**config.mk**
```make
export PLATFORM = sky130hd
export DESIGN_NAME = div_unit_flat
export DESIGN_NICKNAME = d
export VERILOG_FILES = /design/src/rtl/div_unit_if.sv /design/src/rtl/div_unit.sv /design/src/flat_wrapper.sv
export SDC_FILE = /design/constraint.sdc
export NUM_CORES = 1
export LEC_CHECK = 0
export CAP_MARGIN = 20
export CORE_MARGIN = 4
export CORE_UTILIZATION = 45
export CTS_BUF_LIST = sky130_fd_sc_hd__clkbuf_2
export CTS_CLUSTER_DIAMETER = 30
export DETAILED_ROUTE_END_ITERATION = 12
export GPL_ROUTABILITY_DRIVEN = 0
export GPL_TIMING_DRIVEN = 1
export PLACE_DENSITY = 0.78
export SLEW_MARGIN = 20
export SYNTH_ARGS = -nofsm -noshare
export SYNTH_HDL_FRONTEND = slang
export SYNTH_SLANG_ARGS = --single-unit
```
**constraint.sdc**
```tcl
create_clock -name clk -period 5 [get_ports clk]
set_input_delay 1.25 -clock clk [delete_from_list [all_inputs] [get_ports clk]]
set_output_delay 1.25 -clock clk [all_outputs]
set_load 0.01 [all_outputs]
```
**src/rtl/div_unit_if.sv**
```systemverilog
// Operand/result bundle between the EX stage (master) and the iterative divider (slave).
// start_i is a level request that EX holds high until it sees ready_o; result_o is valid exactly
// while ready_o is high. Dropping start_i, or raising annul_i, releases or aborts the divider.
interface div_unit_if #(
  parameter int DATA_W = 32
);
  logic                  signed_div_i;
  logic [DATA_W-1:0]     opdata1_i;
  logic [DATA_W-1:0]     opdata2_i;
  logic                  start_i;
  logic                  annul_i;
  logic [2*DATA_W-1:0]   result_o;
  logic                  ready_o;
  // Debug view of the FSM: 0=FREE 1=BY_ZERO 2=ON 3=END
  logic [1:0]            dbg_state;

  modport master (
    output signed_div_i, opdata1_i, opdata2_i, start_i, annul_i,
    input  result_o, ready_o, dbg_state
  );

  modport slave (
    input  signed_div_i, opdata1_i, opdata2_i, start_i, annul_i,
    output result_o, ready_o, dbg_state
  );
endinterface

```
**src/rtl/div_unit.sv**
```systemverilog
// Iterative radix-2 restoring divider for DIV/DIVU: one quotient bit per cycle,
// magnitudes divided unsigned and signs applied at the end. result = {remainder, quotient}.
module div_unit #(
  parameter int DATA_W = 32
) (
  input  logic       clk,
  input  logic       rst,
  div_unit_if.slave  bus
);

  localparam int CNT_W = $clog2(DATA_W) + 1;

  typedef enum logic [1:0] {
    FREE    = 2'd0,
    BY_ZERO = 2'd1,
    ON      = 2'd2,
    END     = 2'd3
  } state_t;

  state_t                state, state_n;
  logic [CNT_W-1:0]      cnt, cnt_n;
  logic [DATA_W-1:0]     rem, rem_n;
  logic [DATA_W-1:0]     quo, quo_n;
  logic [DATA_W-1:0]     dvs, dvs_n;
  logic                  neg_q, neg_q_n;
  logic                  neg_r, neg_r_n;
  logic [2*DATA_W-1:0]   result_q, result_n;
  logic                  ready_q, ready_n;

  logic [DATA_W-1:0]     abs1, abs2;
  logic [DATA_W:0]       shifted, diff;
  logic [DATA_W-1:0]     q_fix, r_fix;

  always_comb begin
    abs1    = (bus.signed_div_i && bus.opdata1_i[DATA_W-1]) ? -bus.opdata1_i : bus.opdata1_i;
    abs2    = (bus.signed_div_i && bus.opdata2_i[DATA_W-1]) ? -bus.opdata2_i : bus.opdata2_i;
    // The partial remainder stays below the divisor, so one extra bit catches the borrow.
    shifted = {rem, quo[DATA_W-1]};
    diff    = shifted - {1'b0, dvs};
    q_fix   = neg_q ? -quo : quo;
    r_fix   = neg_r ? -rem : rem;
  end

  always_comb begin
    state_n  = state;
    cnt_n    = cnt;
    rem_n    = rem;
    quo_n    = quo;
    dvs_n    = dvs;
    neg_q_n  = neg_q;
    neg_r_n  = neg_r;
    result_n = result_q;
    ready_n  = ready_q;

    case (state)
      FREE: begin
        result_n = '0;
        ready_n  = 1'b0;
        if (bus.start_i && !bus.annul_i) begin
          if (bus.opdata2_i == '0) begin
            state_n = BY_ZERO;
          end else begin
            // Operands and their signs are captured here; later changes are ignored.
            state_n = ON;
            cnt_n   = '0;
            rem_n   = '0;
            quo_n   = abs1;
            dvs_n   = abs2;
            neg_q_n = bus.signed_div_i && (bus.opdata1_i[DATA_W-1] ^ bus.opdata2_i[DATA_W-1]);
            neg_r_n = bus.signed_div_i && bus.opdata1_i[DATA_W-1];
          end
        end
      end
      BY_ZERO: begin
        state_n  = END;
        result_n = '0;
        ready_n  = 1'b1;
      end
      ON: begin
        if (bus.annul_i) begin
          state_n  = FREE;
          result_n = '0;
          ready_n  = 1'b0;
        end else if (cnt != CNT_W'(DATA_W)) begin
          if (!diff[DATA_W]) begin
            rem_n = diff[DATA_W-1:0];
            quo_n = {quo[DATA_W-2:0], 1'b1};
          end else begin
            rem_n = shifted[DATA_W-1:0];
            quo_n = {quo[DATA_W-2:0], 1'b0};
          end
          cnt_n = cnt + 1'b1;
        end else begin
          state_n  = END;
          result_n = {r_fix, q_fix};
          ready_n  = 1'b1;
        end
      end
      END: begin
        if (!bus.start_i || bus.annul_i) begin
          state_n  = FREE;
          result_n = '0;
          ready_n  = 1'b0;
        end
      end
      default: state_n = FREE;
    endcase
  end

  always_ff @(posedge clk) begin
    if (!rst) begin
      state    <= FREE;
      cnt      <= '0;
      rem      <= '0;
      quo      <= '0;
      dvs      <= '0;
      neg_q    <= 1'b0;
      neg_r    <= 1'b0;
      result_q <= '0;
      ready_q  <= 1'b0;
    end else begin
      state    <= state_n;
      cnt      <= cnt_n;
      rem      <= rem_n;
      quo      <= quo_n;
      dvs      <= dvs_n;
      neg_q    <= neg_q_n;
      neg_r    <= neg_r_n;
      result_q <= result_n;
      ready_q  <= ready_n;
    end
  end

  assign bus.result_o  = result_q;
  assign bus.ready_o   = ready_q;
  assign bus.dbg_state = state;

endmodule

```
**src/flat_wrapper.sv**
```systemverilog
// flat-port wrapper written by rule: the top's interface ports become plain ports
module div_unit_flat 
#(
  parameter int DATA_W = 32
)
  (clk, rst, bus_signed_div_i, bus_opdata1_i, bus_opdata2_i, bus_start_i, bus_annul_i, bus_result_o, bus_ready_o, bus_dbg_state);
  div_unit_if #(.DATA_W(DATA_W)) bus_i ();
  input  logic clk;
  input  logic rst;
  input wire logic [$bits(bus_i.signed_div_i)-1:0] bus_signed_div_i;
  input wire logic [$bits(bus_i.opdata1_i)-1:0] bus_opdata1_i;
  input wire logic [$bits(bus_i.opdata2_i)-1:0] bus_opdata2_i;
  input wire logic [$bits(bus_i.start_i)-1:0] bus_start_i;
  input wire logic [$bits(bus_i.annul_i)-1:0] bus_annul_i;
  output wire logic [$bits(bus_i.result_o)-1:0] bus_result_o;
  output wire logic [$bits(bus_i.ready_o)-1:0] bus_ready_o;
  output wire logic [$bits(bus_i.dbg_state)-1:0] bus_dbg_state;
  assign bus_i.signed_div_i = bus_signed_div_i;
  assign bus_i.opdata1_i = bus_opdata1_i;
  assign bus_i.opdata2_i = bus_opdata2_i;
  assign bus_i.start_i = bus_start_i;
  assign bus_i.annul_i = bus_annul_i;
  assign bus_result_o = bus_i.result_o;
  assign bus_ready_o = bus_i.ready_o;
  assign bus_dbg_state = bus_i.dbg_state;
  div_unit #(.DATA_W(DATA_W)) u_core (.clk(clk), .rst(rst), .bus(bus_i));
endmodule
```
==> impl_metrics.ini, run 1 <==
[critical_path]
cp.required_ns = 5.64
max_stage_delay_ns = 0.46
cpLargestDelayFamily = simple AND/OR/NAND/NOR gates
crit_arrival_ns = 4.21
crit_type = input port to register
r2r_cells = 11
cp.depth = 11
critPathCaptureType = register
cp_num_buf_inv = 2
critical_path.max_fanout = 18
slowest_stage = clkdlybuf4s50_1
path_cells = clkdlybuf4s50_1 > inv_1 > ha_1 > nor3b_1 > and3_1 > nand3_1 > nor3_2 > nor2_2 > and3_1 > a32oi_1 > o31ai_1
crit_path_start_kind = input port
crit_top_cell = and3_1

[power]
internal_power_w = 0.00260
switching_share_pct = 41.6
p_switching_w = 0.00185
p_comb_share_pct = 43.6
pwr-share-clk_pct = 19.1
leakagePower_nw = 5.08
irDropWorstVdd_uv = 186
p_seq_share_pct = 37.2
p_per_area_nw_per_um2 = 337

[grt]
antenna_found_initial = 1
grt_start_max_net_pins = 71
grt_usage_pct = 20.3
grt_pass1_vias = 9601
overflow = 0
grt_pass1_wl_um = 48100

[place]
place_inst = 1838
port_buffers = 135
hpwl_um = 21900

[sta]
period_needed_ns = 3.58
fmax_mhz = 280
post-route-period-util_pct = 71.5
slew_headroom_pct = 43.5
finalSetupViolCount = 0
fin_tns_setup_ns = 0
finalMaxSlewViolations = 0
rsz0062_at_grt = no
tightest_slew_ns = 0.845
clock_skew_ns = 0.0453
hold_violations = 0

[routing]
num_vias = 10491
viasPerCell = 5.60
final_antenna_net_count = 0
drt_iter0_markers = 679
routed_wl_um = 29100
dr.pass1.iters = 7
wl_per_cell_um = 15.6
route.detailed.drc = 0

[clock_network]
cts_sinks = 171
ctsHoldBuffers = 0
clockBufferDepth = 2
cts_root_buffer = clkbuf_2
post-cts-setup-buffer-count = 0
htreeDepth = 4
clock_latency_ns = 0.77
numCtsBuffers = 17
cts_tree = built
cts_resized = 0
clk_pin_slew_ns = 0.24

[yosys]
syn-num-nets = 1559
synthSimpleGateAreaFrac_pct = 22.5
async_flop_share_pct = 0
synth-edff-count = 0
ys_types = 77
syn_area_um2 = 11300
synthCells = 1447
synth.area.mux_share_pct = 2.12
synth_xor_area_share_pct = 11.3
yosysSeqAreaShare_pct = 30.2
yosys_warnings = 0
synth_compound_area_share_pct = 24.1
ys_ff_latch = 171
synth_ff_type = dfxtp_1
synth_top_family_by_area = compound AO/OA/AOI/OAI gates
syn-mean-instance-area_um2 = 7.82
synthAdderAreaFrac_pct = 4.82

[die]
pin_count = 136
num_rows = 57
core_um2 = 24500
die_area_um2 = 27800
die-width_um = 167
start_util_pct = 46.1
die_h_um = 167

[final_layout]
mostFrequentLayoutCells = 245 x nand2_1, 171 x dfxtp_1, 134 x clkdlybuf4s50_1, 123 x o21ai_0, 84 x xnor2_1
final_cells = 1872
multi_input_area_um2 = 7370
fin_nets = 1646
final_common_cell = nand2_1
fillCellCount = 2313
final_util_pct = 53.8
seqCellArea_um2 = 3420
layout-drive-gt1-share_pct = 5.49
area_delta_synth_final_pct = 16.6

[hold_path]
hold_path.class = register to register
min_path_cells = 2

[flow_run]
timing.max_cap.violations = 0

[status]
status = complete, no violations
area by class of cell:
type | instances | area share [%]
multi-input combinational | 1136 | 55.8
clock inverter | 13 | 1.43
tap | 324 | 3.07
timing repair buffer | 152 | 11.4
clock buffer | 19 | 0.720
inverter | 56 | 1.59
antenna | 1 | 0.0190
sequential | 171 | 25.9
synth_stat cells (4+ instances only):
cell       instances  share of area [%]
nor2_1            67                2.2
a32oi_1            7               0.54
nand2b_1          12               0.66
xor2_1            58                4.5
nor3_1            24                1.1
a31oi_1           14               0.77
o21ai_0          123                5.4
nor3b_1            4               0.27
nand2_1          245                8.1
a21o_1            13               0.86
nor2b_1           45                2.5
a211oi_1           5               0.33
o211a_1           29                2.6
nor4_1             4               0.22
a22oi_1           32                2.1
clkbuf_1          57                1.9
o31ai_1           30                2.0
and2_1            15               0.83
buf_1              5               0.17
inv_1             56                1.9
or2_2              5               0.28
a21boi_0          29                1.9
o211ai_1           5               0.33
nor4b_1            4               0.31
or3_1             12               0.66
buf_2             16               0.71
mux2i_1           24                2.1
a21oi_1           61                2.7
o2111ai_1          4               0.31
buf_4              4               0.27
ha_1              42                4.6
xnor2_1           84                6.5
o41ai_1            9               0.70
o21ai_1           12               0.53
nand3b_1           5               0.33
or4_1              9               0.60
nand4_1           13               0.72
and3_1            10               0.55
dfxtp_1          171                 30
nand3_1           25                1.1
flip-flops by register name (all words and copies together) (netlist names):
signal / count
u_core.neg_r: 1
u_core.cnt: 6
u_core.bus.dbg_state: 2
u_core.quo: 32
u_core.bus.result_o: 64
u_core.rem: 32
u_core.dvs: 32
u_core.bus.ready_o: 1
u_core.neg_q: 1
per-stage QoR:
stage	worst slack [ns]	hold WS (ns)	power [W]	instance area (µm²)
floorplan	1.63	0.455	0.00307	11300
CTS	1.28	0.468	0.00443	13200
global placement	0.835	0.434	0.00352	12900
finish	1.42	0.462	0.00445	13200
global route	1.27	0.487	0.00474	13200
detailed placement	0.732	0.441	0.00358	12900
kinds of logic after synthesis:
group | Yosys count
adders and majority gates | 43
buffers and inverters | 140
and+or+nand+nor | 519
muxes | 24
AOI/OAI and AO/OA | 406
DFF | 171
xor gates and xnor gates | 144
worst reg2reg max path, stage by stage, from the launching register on:
cell and delay (ns):
dfxtp_1 0.54, inv_1 0.15, fa_1 0.47, nor2b_1 0.25
o311a_1 0.25, nor4_2 0.09, o211ai_2 0.33, a21oi_4 0.16
xnor2_4 0.50, buf_16 0.25, mux2i_1 0.23, o21ai_0 0.09
final timing paths:
check,endpoint,slack [ns],from
max,u_core.rem[28]$_SDFFE_PN0P_,1.42,bus_opdata2_i[0]
min,u_core.bus.result_o[20]$_SDFFE_PN0P_,0.46,u_core.bus.result_o[20]$_SDFFE_PN0P_
max reg2reg,u_core.rem[6]$_SDFFE_PN0P_,1.59,u_core.rem[0]$_SDFFE_PN0P_
min reg2reg,u_core.bus.result_o[20]$_SDFFE_PN0P_,0.46,u_core.bus.result_o[20]$_SDFFE_PN0P_
layer usage:
metal  wire (µm)  vias to the layer above  global-route usage, %
li1            -                     5275                      -
met3        1880                       36                   3.58
met4         470                        0                   5.48
met2       12900                      321                   31.5
met5           0                        -                      0
met1       13900                     4859                   29.2
power groups by stage:
stage / clock, W / combinational, W / sequential [W]
after floorplan: 0 / 0.00143 / 0.00164
after global placement: 0 / 0.00185 / 0.00167
after detailed placement: 0 / 0.00190 / 0.00168
after CTS: 0.000866 / 0.00191 / 0.00165
after global routing: 0.000918 / 0.00215 / 0.00168
final: 0.000851 / 0.00194 / 0.00165
Note: power is estimated with default switching activity, not from simulation.
==> run 2: changes to the inputs <==
--- a/config.mk
+++ b/config.mk
@@ -13,7 +13,7 @@
 export DETAILED_ROUTE_END_ITERATION = 12
 export GPL_ROUTABILITY_DRIVEN = 0
 export GPL_TIMING_DRIVEN = 1
-export PLACE_DENSITY = 0.78
+export PLACE_DENSITY = 0.8
 export SLEW_MARGIN = 20
 export SYNTH_ARGS = -nofsm -noshare
 export SYNTH_HDL_FRONTEND = slang
==> constraint.sdc (replaced) <==
create_clock -name clk -period 2.9 [get_ports clk]
set_input_delay 0.725 -clock clk [delete_from_list [all_inputs] [get_ports clk]]
set_output_delay 0.725 -clock clk [all_outputs]
set_load 0.01 [all_outputs]
==> run 2 against run 1 <==
The flow now finishes with violations (setup timing); routed wire length increased by 8.0%; global-route usage is 1.4 points higher; worst hold slack got worse by 0.12 ns; count of clock-buffer cells in the layout fell by 2; via count up 7.0%.
==> impl_metrics.ini, run 2 (synthesized netlist as in run 1, its figures left out) <==
[status]
status = finished, violations left
violations = setup timing

[routing]
dr.pass1.iters = 6
final_antenna_net_count = 0
routed_wl_um = 31500
viasPerCell = 5.54
num_vias = 11228
drt_iter0_markers = 1068
route.detailed.drc = 0
wl_per_cell_um = 15.5

[power]
p_seq_share_pct = 35.0
internal_power_w = 0.00484
switching_share_pct = 40.7
irDropWorstVdd_uv = 396
p_switching_w = 0.00333
pwr-share-clk_pct = 17.7
p_comb_share_pct = 47.3
p_per_area_nw_per_um2 = 560
leakagePower_nw = 5.90

[critical_path]
max_stage_delay_ns = 0.40
crit_arrival_ns = 3.64
cp.required_ns = 3.58
r2r_slack_ns = -0.06
path_cells = inv_4 > ha_4 > fa_2 > nor2b_2 > o311a_1 > nor4_4 > o211ai_2 > a21oi_4 > xor2_2 > buf_6 > nand2_2 > a32o_1
r2r-end = u_core.rem[1]$_SDFFE_PN0P_
r2r-start = u_core.quo[31]$_SDFFE_PN0P_
cp_num_buf_inv = 2
crit_path_start_kind = register
cpLargestDelayFamily = compound AO/OA/AOI/OAI gates
r2r_cells = 12
critPathCaptureType = register
slowest_stage = dfxtp_2
critical_path.max_fanout = 8
crit_type = register to register

[die]
die-width_um = 167
num_rows = 57
die_area_um2 = 27800
core_um2 = 24500
pin_count = 136
die_h_um = 167
start_util_pct = 46.1

[clock_network]
clockBufferDepth = 2
clk_pin_slew_ns = 0.26
cts_sinks = 171
cts_root_buffer = clkbuf_2
clock_latency_ns = 0.76
numCtsBuffers = 17
ctsHoldBuffers = 0
htreeDepth = 4
cts_tree = built

[grt]
grt_pass1_wl_um = 51400
antenna_found_initial = 1
grt_usage_pct = 21.7
grt_start_max_net_pins = 70
overflow = 0
grt_pass1_vias = 10593

[final_layout]
final_cells = 2026
mostFrequentLayoutCells = 243 x nand2_1, 167 x dfxtp_1, 161 x buf_4, 134 x clkdlybuf4s50_1, 117 x o21ai_0
fin_nets = 1801
design_area_um2 = 14600
area_delta_synth_final_pct = 28.9
layout-drive-gt1-share_pct = 15.4
fillCellCount = 2156
largest_register_ff_count = 64
final_common_cell = nand2_1
seqCellArea_um2 = 3430
multi_input_area_um2 = 7490

[sta]
hold_violations = 0
post-route-period-util_pct = 102
setup_ws_ns = -0.0563
period_needed_ns = 2.96
tightest_slew_ns = 0.629
finalMaxSlewViolations = 0
clock_skew_ns = 0.0394
finalSetupViolCount = 15
fmax_mhz = 338
slew_headroom_pct = 58.0
fin_tns_setup_ns = -0.358
rsz0062_at_grt = yes

[place]
pre_cts_ws_ns = -0.405
port_buffers = 135
place_area_um2 = 14100
hpwl_um = 24200
place_inst = 1989

[hold_path]
min_path_cells = 3
hold_start = rst
hold_path.class = input port to register
worstHoldEndpoint = u_core.quo[31]$_SDFFE_PN0P_

[flow_run]
timing.max_cap.violations = 0
-- run 2: cell type report --
cell class,instances,area share (%)
Antenna cell,1,0.0171
Clock buffer,17,0.583
Clock inverter,14,1.33
Inverter,56,1.46
Multi-Input combinational cell,1136,51.3
Sequential cell,171,23.5
Tap cell,324,2.78
Timing Repair Buffer,307,19.0
-- run 2: worst max-delay path by stage --
stage,cells past startpoint,from,to
after floorplan,12,bus_opdata2_i[1],u_core.rem[0]$_SDFFE_PN0P_
after global placement,10,bus_opdata1_i[12],u_core.quo[27]$_SDFFE_PN0P_
after detailed placement,10,bus_opdata1_i[12],u_core.quo[27]$_SDFFE_PN0P_
after CTS,12,u_core.quo[31]$_SDFFE_PN0P_,u_core.rem[18]$_SDFFE_PN0P_
after global routing,12,u_core.quo[31]$_SDFFE_PN0P_,u_core.rem[1]$_SDFFE_PN0P_
final,12,u_core.quo[31]$_SDFFE_PN0P_,u_core.rem[1]$_SDFFE_PN0P_
-- run 2: per-layer routing --
layer / global-route usage (%) / wire (µm) / up-vias
met4: 5.55 / 569 / 0
met2: 36.0 / 14500 / 405
li1: - / - / 5598
met5: 0 / 0 / -
met3: 3.06 / 2300 / 46
met1: 29.8 / 14100 / 5179
-- run 2: power by group through the flow --
stage / Combinational [W] / Clock, W / Sequential [W]
2_1_floorplan: 0.00246 / 0 / 0.00283
4_1_cts: 0.00367 / 0.00147 / 0.00285
3_3_place_gp: 0.00352 / 0 / 0.00288
3_5_place_dp: 0.00363 / 0 / 0.00289
5_1_grt: 0.00424 / 0.00157 / 0.00290
6_report: 0.00386 / 0.00145 / 0.00286
-- run 2: stage by stage --
step	util (%)	hold WS (ns)	total power, W
2_1_floorplan	-	0.455	0.00530
3_3_place_gp	57.5	0.435	0.00640
3_5_place_dp	57.5	0.443	0.00652
4_1_cts	58.8	0.306	0.00800
5_1_grt	59.5	0.277	0.00870
6_report	59.5	0.337	0.00817
-- run 2: timing repair --
action | 4_1_cts | 5_1_grt
endpoints found under the setup margin | 21 | 30
pin swaps | 4 | 12
setup buffers | 1 | 2
resized for setup | 4 | 31
gates cloned | 0 | 2
-- run 2: worst min-delay path, stage by stage --
cell	delay [ns]
buf_2	0.21
o21ai_0	0.12
a21oi_1	0.04
